`src/rtl/cpu_pkg.sv`:
```
// cpu_pkg: types and constants shared by the instruction-fetch stage.
//   estado_t   : fetch FSM states (ARRANQUE after reset, CORRE fetching, ALTO halted)
//   NOP_INSTR  : word loaded into IF/ID for a bubble
//   WORD_BYTES : instruction size in bytes
//   OPCODE_W / INDEX_W : J-type field widths
package cpu_pkg;

  typedef enum logic [1:0] {
    ARRANQUE = 2'd0,
    CORRE    = 2'd1,
    ALTO     = 2'd2
  } estado_t;

  localparam logic [31:0] NOP_INSTR  = 32'h0;
  localparam int          WORD_BYTES = 4;
  localparam int          OPCODE_W   = 6;
  localparam int          INDEX_W    = 26;

endpackage

```
`src/rtl/registro_if_id.sv`:
```
// registro_if_id: IF/ID pipeline register.
//   clk, rst_n     : clock, async active-low reset
//   load           : capture instr_in / pc4_in, mark valid
//   bubble         : load NOP, clear valid, keep pc4
//   (neither)      : hold contents
//   instr_in, pc4_in : fetched word and its PC+4
//   instr, pc4, valid : registered outputs to decode
module registro_if_id
  import cpu_pkg::*;
(
  input  logic        clk,
  input  logic        rst_n,
  input  logic        load,
  input  logic        bubble,
  input  logic [31:0] instr_in,
  input  logic [31:0] pc4_in,
  output logic [31:0] instr,
  output logic [31:0] pc4,
  output logic        valid
);

  logic [31:0] instr_q, instr_d;
  logic [31:0] pc4_q, pc4_d;
  logic        valid_q, valid_d;

  // load wins over bubble; the caller never asserts both.
  always_comb begin
    instr_d = instr_q;
    pc4_d   = pc4_q;
    valid_d = valid_q;
    if (load) begin
      instr_d = instr_in;
      pc4_d   = pc4_in;
      valid_d = 1'b1;
    end else if (bubble) begin
      instr_d = NOP_INSTR;
      valid_d = 1'b0;
    end
  end

  always_ff @(posedge clk or negedge rst_n) begin
    if (!rst_n) begin
      instr_q <= NOP_INSTR;
      pc4_q   <= 32'h0;
      valid_q <= 1'b0;
    end else begin
      instr_q <= instr_d;
      pc4_q   <= pc4_d;
      valid_q <= valid_d;
    end
  end

  assign instr = instr_q;
  assign pc4   = pc4_q;
  assign valid = valid_q;

endmodule

```
`src/rtl/unidad_busqueda.sv`:
```
// unidad_busqueda: instruction-fetch stage.
//   Owns the PC, selects the next PC (sequential / branch / jump / hold),
//   runs the ARRANQUE/CORRE/ALTO state machine and counts valid fetches.
// Ports:
//   clk, rst_n                      : clock, async active-low reset
//   stall, flush                    : hazard controls from decode
//   branch_taken, branch_target     : EX-resolved branch redirect
//   jump, jump_index                : J-type redirect
//   halt, reanudar                  : enter / leave ALTO
//   instruccion_in                  : memory word for pc_out (combinational memory)
//   pc_out                          : registered fetch address
//   if_id_instr/pc4/valid           : IF/ID register contents
//   fetch_count                     : instructions latched valid since reset
module unidad_busqueda
  import cpu_pkg::*;
#(
  parameter logic [31:0] RESET_PC  = 32'd0,
  parameter int          MEM_BYTES = 1024
) (
  input  logic                clk,
  input  logic                rst_n,
  input  logic                stall,
  input  logic                flush,
  input  logic                branch_taken,
  input  logic [31:0]         branch_target,
  input  logic                jump,
  input  logic [INDEX_W-1:0]  jump_index,
  input  logic                halt,
  input  logic                reanudar,
  input  logic [31:0]         instruccion_in,
  output logic [31:0]         pc_out,
  output logic [31:0]         if_id_instr,
  output logic [31:0]         if_id_pc4,
  output logic                if_id_valid,
  output logic [31:0]         fetch_count
);

  // Every PC value written is wrapped into the memory and word aligned.
  localparam logic [31:0] ADDR_MASK = 32'(MEM_BYTES - 1) & ~32'(WORD_BYTES - 1);

  function automatic logic [31:0] mask_addr(input logic [31:0] a);
    return a & ADDR_MASK;
  endfunction

  estado_t     state_q, state_d;
  logic [31:0] pc_q, pc_d;
  logic [31:0] cnt_q, cnt_d;
  logic        ld, bub;
  logic [31:0] pc_seq, jmp_tgt;

  assign pc_seq  = mask_addr(pc_q + 32'(WORD_BYTES));
  // Upper nibble comes from PC+4 of the jump sitting in IF/ID.
  assign jmp_tgt = mask_addr({if_id_pc4[31:28], jump_index, 2'b00});

  always_comb begin
    state_d = state_q;
    pc_d    = pc_q;
    cnt_d   = cnt_q;
    ld      = 1'b0;
    bub     = 1'b0;
    case (state_q)
      ARRANQUE: state_d = CORRE;
      CORRE: begin
        // Priority chain: halt > branch > jump > stall > flush > fetch.
        // Redirects therefore override a simultaneous stall.
        if (halt) begin
          state_d = ALTO;
          bub     = 1'b1;
        end else if (branch_taken) begin
          pc_d = mask_addr(branch_target);
          bub  = 1'b1;
        end else if (jump) begin
          pc_d = jmp_tgt;
          bub  = 1'b1;
        end else if (stall) begin
          // hold everything
        end else if (flush) begin
          pc_d = pc_seq;
          bub  = 1'b1;
        end else begin
          ld    = 1'b1;
          pc_d  = pc_seq;
          cnt_d = cnt_q + 32'd1;
        end
      end
      ALTO: begin
        bub = 1'b1;
        // A fresh halt alongside reanudar keeps the machine stopped.
        if (reanudar && !halt) state_d = CORRE;
      end
      default: state_d = ARRANQUE;
    endcase
  end

  always_ff @(posedge clk or negedge rst_n) begin
    if (!rst_n) begin
      state_q <= ARRANQUE;
      pc_q    <= RESET_PC;
      cnt_q   <= 32'h0;
    end else begin
      state_q <= state_d;
      pc_q    <= pc_d;
      cnt_q   <= cnt_d;
    end
  end

  registro_if_id u_if_id (
    .clk      (clk),
    .rst_n    (rst_n),
    .load     (ld),
    .bubble   (bub),
    .instr_in (instruccion_in),
    .pc4_in   (pc_seq),
    .instr    (if_id_instr),
    .pc4      (if_id_pc4),
    .valid    (if_id_valid)
  );

  assign pc_out      = pc_q;
  assign fetch_count = cnt_q;

endmodule

```
`config.mk`:
```
export PLATFORM = sky130hd
export DESIGN_NAME = unidad_busqueda
export DESIGN_NICKNAME = d
export VERILOG_FILES = /design/src/rtl/cpu_pkg.sv /design/src/rtl/registro_if_id.sv /design/src/rtl/unidad_busqueda.sv
export SDC_FILE = /design/constraint.sdc
export NUM_CORES = 1
export LEC_CHECK = 0
export CORE_UTILIZATION = 35
export CTS_CLUSTER_DIAMETER = 100
export DETAILED_ROUTE_END_ITERATION = 12
export GPL_ROUTABILITY_DRIVEN = 1
export PLACE_DENSITY_LB_ADDON = 0.25
export REMOVE_ABC_BUFFERS = 1
export SYNTH_ARGS = -nofsm -noshare
export SYNTH_HDL_FRONTEND = slang
export SYNTH_SLANG_ARGS = --single-unit
```
`constraint.sdc`:
```
create_clock -name clk -period 2 [get_ports clk]
set_input_delay 0.6 -clock clk [delete_from_list [all_inputs] [get_ports clk]]
set_output_delay 0.6 -clock clk [all_outputs]
set_load 0.01 [all_outputs]
```
### Word-level counts from Yosys, hierarchy flattened

Cells that the tools add are included.

* register bits: 107
* input port bits: 98
* output and inout bits: 129
* word-level logic and storage cells: 47

* add/sub/neg operators: 2
* equality and inequality tests: 5
* muxes and demuxes: 22
* bitwise logic cells: 5
* reductions and logical operators: 7

Operators by type and width (number)
* two-way mux 32 bit: 5
* adder 32 x 1 -> 32 bit, second input constant: 1
* two-way mux 1 bit: 13
* adder 10 x 3 -> 10 bit, second input constant: 1
* one-hot mux 2 bit (3 select lines): 1
* AND reduction 6 bit: 1
* inverter 1 bit: 5
* two-way mux 2 bit: 2
* inequality test 2 bit, second input constant: 2
* inequality test 3 x 1 -> 1 bit, second input constant: 1
* AND reduction 3 bit: 1
* equality test 2 x 1 -> 1 bit, second input constant: 1
* equality test 2 bit, second input constant: 1
* zero test 2 bit: 1
* one-hot mux 1 bit (2 select lines): 1
* AND reduction 2 bit: 1
* nonzero test 2 bit: 1
* logical AND 1 bit: 1
* zero test 1 bit: 1

### Longest topological paths before layout

* word-level depth: 8
* gate-level depth with buffers: 8

### Modules after synthesis

Synthesis repeated with hierarchy kept, for this count alone.

* cell total of the unflattened synthesis: 405
* area, all modules: 4938.5 µm²

By module, submodules not included
* unidad_busqueda: times used 1, cells each 263, area each 2527.4 µm²
* registro_if_id: times used 1, cells each 142, area each 2411.1 µm²

### Worst setup path after synthesis

Ideal clock, no wire load.

* path kind: input to register
* start point: in flush
* end point: reg cnt_q[22] (netlist: fetch_count[22])
* library setup time: 0.079 ns
* arrival time: 2.027 ns
* path slack: -0.107 ns
* stages: 5
* path through: or4_4 > nor4_4 > nand3_2 > nor2_1 > xor2_1

* word-level cells in the longest chain between the ends: 2

RTL lines
* from (decl): RTL line unidad_busqueda.sv:23 `input logic flush,`
* inverter 1 bit (no line)
* AND reduction 6 bit (no line)
* to (signal assigned): RTL line unidad_busqueda.sv:103 `cnt_q <= cnt_d;`
* to (decl): RTL line unidad_busqueda.sv:47 `logic [31:0] cnt_q, cnt_d;`

No other way between the ends.
A chain may end at the register's enable or synchronous reset.

### Worst setup path after layout

* start point: reg cnt_q[14] (netlist: fetch_count[14])
* end point: out fetch_count[14]

RTL lines
* to (decl): RTL line unidad_busqueda.sv:35 `output logic [31:0] fetch_count`

No word-level cell between the ends.

==> impl_metrics.env <==
export IMPL_switching_share=0.306
export IMPL_netlist_area_mm2=0.00400
export IMPL_max_stage_delay_ns=0.57
export IMPL_grt_pass1_wl_mm=15.1
export IMPL_mostFrequentLayoutCells="131 x clkdlybuf4s50_1, 79 x dfrtp_1, 48 x conb_1"
export IMPL_hp_class="in -> async"
export IMPL_num_io_pins=227
export IMPL_internal_power_mw=3.94
export IMPL_skew_ns=0.00440
export IMPL_mostFrequentLayoutCell="clkdlybuf4s50_1"
export IMPL_vias=3169
export IMPL_syn_instance_count=368
export IMPL_drc=0
export IMPL_grt_pass1_vias=3095
export IMPL_worstSetupEndpointType="primary output"
export IMPL_post_route_period_util=0.972
export IMPL_syn_area_per_cell_um2=10.9
export IMPL_cp_arrival_ns=1.34
export IMPL_rsz0062_at_grt="false"
export IMPL_worstPathRequired_ns=1.40
export IMPL_clockBufferDepth=2
export IMPL_diodes=0
export IMPL_critPathSlowestCell="clkdlybuf4s50_1"
export IMPL_core_area_mm2=0.0110
export IMPL_place_congestion=0.811
export IMPL_layout_min_cycle_time_ns=1.94
export IMPL_viasPerCell=4.71
export IMPL_drt_pass1_iterations=4
export IMPL_power_frac_comb=0.323
export IMPL_timing_fmax_mhz=515
export IMPL_final_max_slew_violation_count=0
export IMPL_syn_to_final_growth_pct=46.1
export IMPL_wl_per_cell_um=14.3
export IMPL_critical_path_class="reg -> out"
export IMPL_initial_utilization=0.364
export IMPL_startpoint_type="register"
export IMPL_ant_nets=0
export IMPL_grtUsageTotal=0.168
export IMPL_yosysSeqAreaShare=0.520
export IMPL_hold_buffers=0
export IMPL_synthFlopType="dfrtp_1"
export IMPL_utilization=0.531
export IMPL_worstPathMaxFanout=6
export IMPL_cts_root_buf="clkbuf_16"
export IMPL_worstPathCellList="clkdlybuf4s50_1"
export IMPL_fin_area_mm2=0.00584
export IMPL_clk_pin_slew_worst_paths_ns=0.06
export IMPL_clk_latency_ns=0.33
export IMPL_portBuffers=136
export IMPL_hold_viol_final=0
export IMPL_yosysWarnings=0
export IMPL_p_switching_mw=1.73
export IMPL_rows=38
export IMPL_numCtsBuffers=9
export IMPL_synthArstFlopShare=1.00
export IMPL_grt_antenna_before_repair=0
export IMPL_wl_mm=9.63
export IMPL_drive_gt1_frac=0.122
export IMPL_ir_drop_uv=513
export IMPL_die_w_um=109
export IMPL_run_status="finished, final reports clean"
export IMPL_power_frac_seq=0.390
export IMPL_setup_viol=0
export IMPL_die_h_um=109
export IMPL_power_leakage_nw=2.63
export IMPL_grt_overflow=0
export IMPL_die_area_mm2=0.0118
export IMPL_cap_viol_max_count=0
export IMPL_clkPwrFrac=0.287
export IMPL_dpl_hpwl_mm=7.14
export IMPL_power_density_mw_per_mm2=972
export IMPL_grt_start_max_net_pins=41
export IMPL_synth_edf_count=0
export IMPL_dpl_cell_area_mm2=0.00551
export IMPL_cts_tree="yes"
export IMPL_drt_iter0_drc=121
export IMPL_synth_seq_cells=83
export IMPL_yosysUniqueCellTypes=37
export IMPL_nNetsFinal=631
export IMPL_crit_buf_inv=1
export IMPL_h_tree_depth=3
export IMPL_clock_sinks=83
export IMPL_crit_family="buffers and inverters"
==> routing by layer <==
| layer | vias up | global-route usage | share of wire |
|---|---|---|---|
| met4 | 0 | 0.0569 | 0.013 |
| met3 | 12 | 0.0514 | 0.074 |
| li1 | 1502 | - | - |
| met1 | 1526 | 0.221 | 0.45 |
| met2 | 129 | 0.264 | 0.46 |
| met5 | - | 0 | 0 |
==> cells in the mapped netlist (all sizes together) (5+ instances only) <==
library cell   n  share of area
inv            9         0.0085
nand2         36          0.034
nor2          16          0.016
nand3         18          0.024
dfrtp         83           0.52
o21ai         14          0.018
clkbuf        10         0.0094
a22o          32          0.070
ha             5          0.016
buf           49          0.093
and4           7          0.015
a21oi          9          0.011
nand2b         6         0.0094
xnor2         24          0.053
nor4           5          0.017
nand4          5         0.0078
and3           7          0.011
xor2          13          0.028
==> power groups by stage <==
stage	Combinational, mW	Sequential (mW)	Clock [mW]
3_3_place_gp	1.80	2.22	0
3_5_place_dp	1.83	2.23	0
5_1_grt	2.02	2.26	1.75
6_report	1.83	2.21	1.63
4_1_cts	1.83	2.21	1.67
2_1_floorplan	0.676	2.32	0
==> through the flow <==
| stage | instances | TNS (ns) | hold slack (ns) | setup WS [ns] | power, mW |
|---|---|---|---|---|---|
| 6_report | 673 | 0 | 0.235 | 0.0568 | 5.67 |
| 5_1_grt | 673 | 0 | 0.263 | 0.00404 | 6.03 |
| 4_1_cts | 671 | 0 | 0.242 | 0.00471 | 5.72 |
| 3_5_place_dp | 655 | -34.87 | 0.465 | -0.637 | 4.06 |
| 3_3_place_gp | 655 | -34.71 | 0.461 | -0.595 | 4.02 |
| 2_1_floorplan | 356 | -32.05 | 0.304 | -0.953 | 3.00 |
==> area by class of cell <==
class,instances,area (um2)
fill,1001,5150
clock inverter,5,52.6
timing repair buffer,161,1560
inverter,9,33.8
multi-input combinational,264,1690
tap,140,175
sequential,83,2080
clock buffer,11,243
==> registers in the layout (all words and copies together) (netlist names) <==
name and cells:
fetch_count 32, u_if_id.instr 32, pc_out 8, u_if_id.pc4 8, state_q 2, u_if_id.valid 1
==> worst paths after layout <==
path | start | end | slack [ns] | depth (start not counted)
min in group clk | fetch_count[31] | fetch_count[31] | 0.47 | 1
max in group asynchronous | rst_n | fetch_count[12] | 1.18 | 2
min reg2reg | fetch_count[31] | fetch_count[31] | 0.47 | 1
max | fetch_count[14] | fetch_count[14] | 0.06 | 1
min | rst_n | fetch_count[31] | 0.23 | 1
max reg2reg | state_q[1] | fetch_count[24] | 0.18 | 8
==> what timing repair did <==
action | 4_1_cts | 5_1_grt
setup buffers | 0 | 2
endpoints found under the setup margin | 62 | 40
gates resized for setup | 8 | 16
pin swaps | 7 | 5
==> kinds of logic (layout without fill, tap and decap cells) <==
group,after synthesis,in the layout,synth area share
buffers and inverters,68,186,0.111
XOR/XNOR,37,37,0.0811
AO/OA/AOI/OAI,65,65,0.119
other,1,48,0.000938
multiplexers,2,2,0.00501
adder cells (fa/ha/maj),5,5,0.0157
AND/OR/NAND/NOR,107,107,0.148
flip-flops,83,83,0.520
Power figures use the tool's default switching activity.
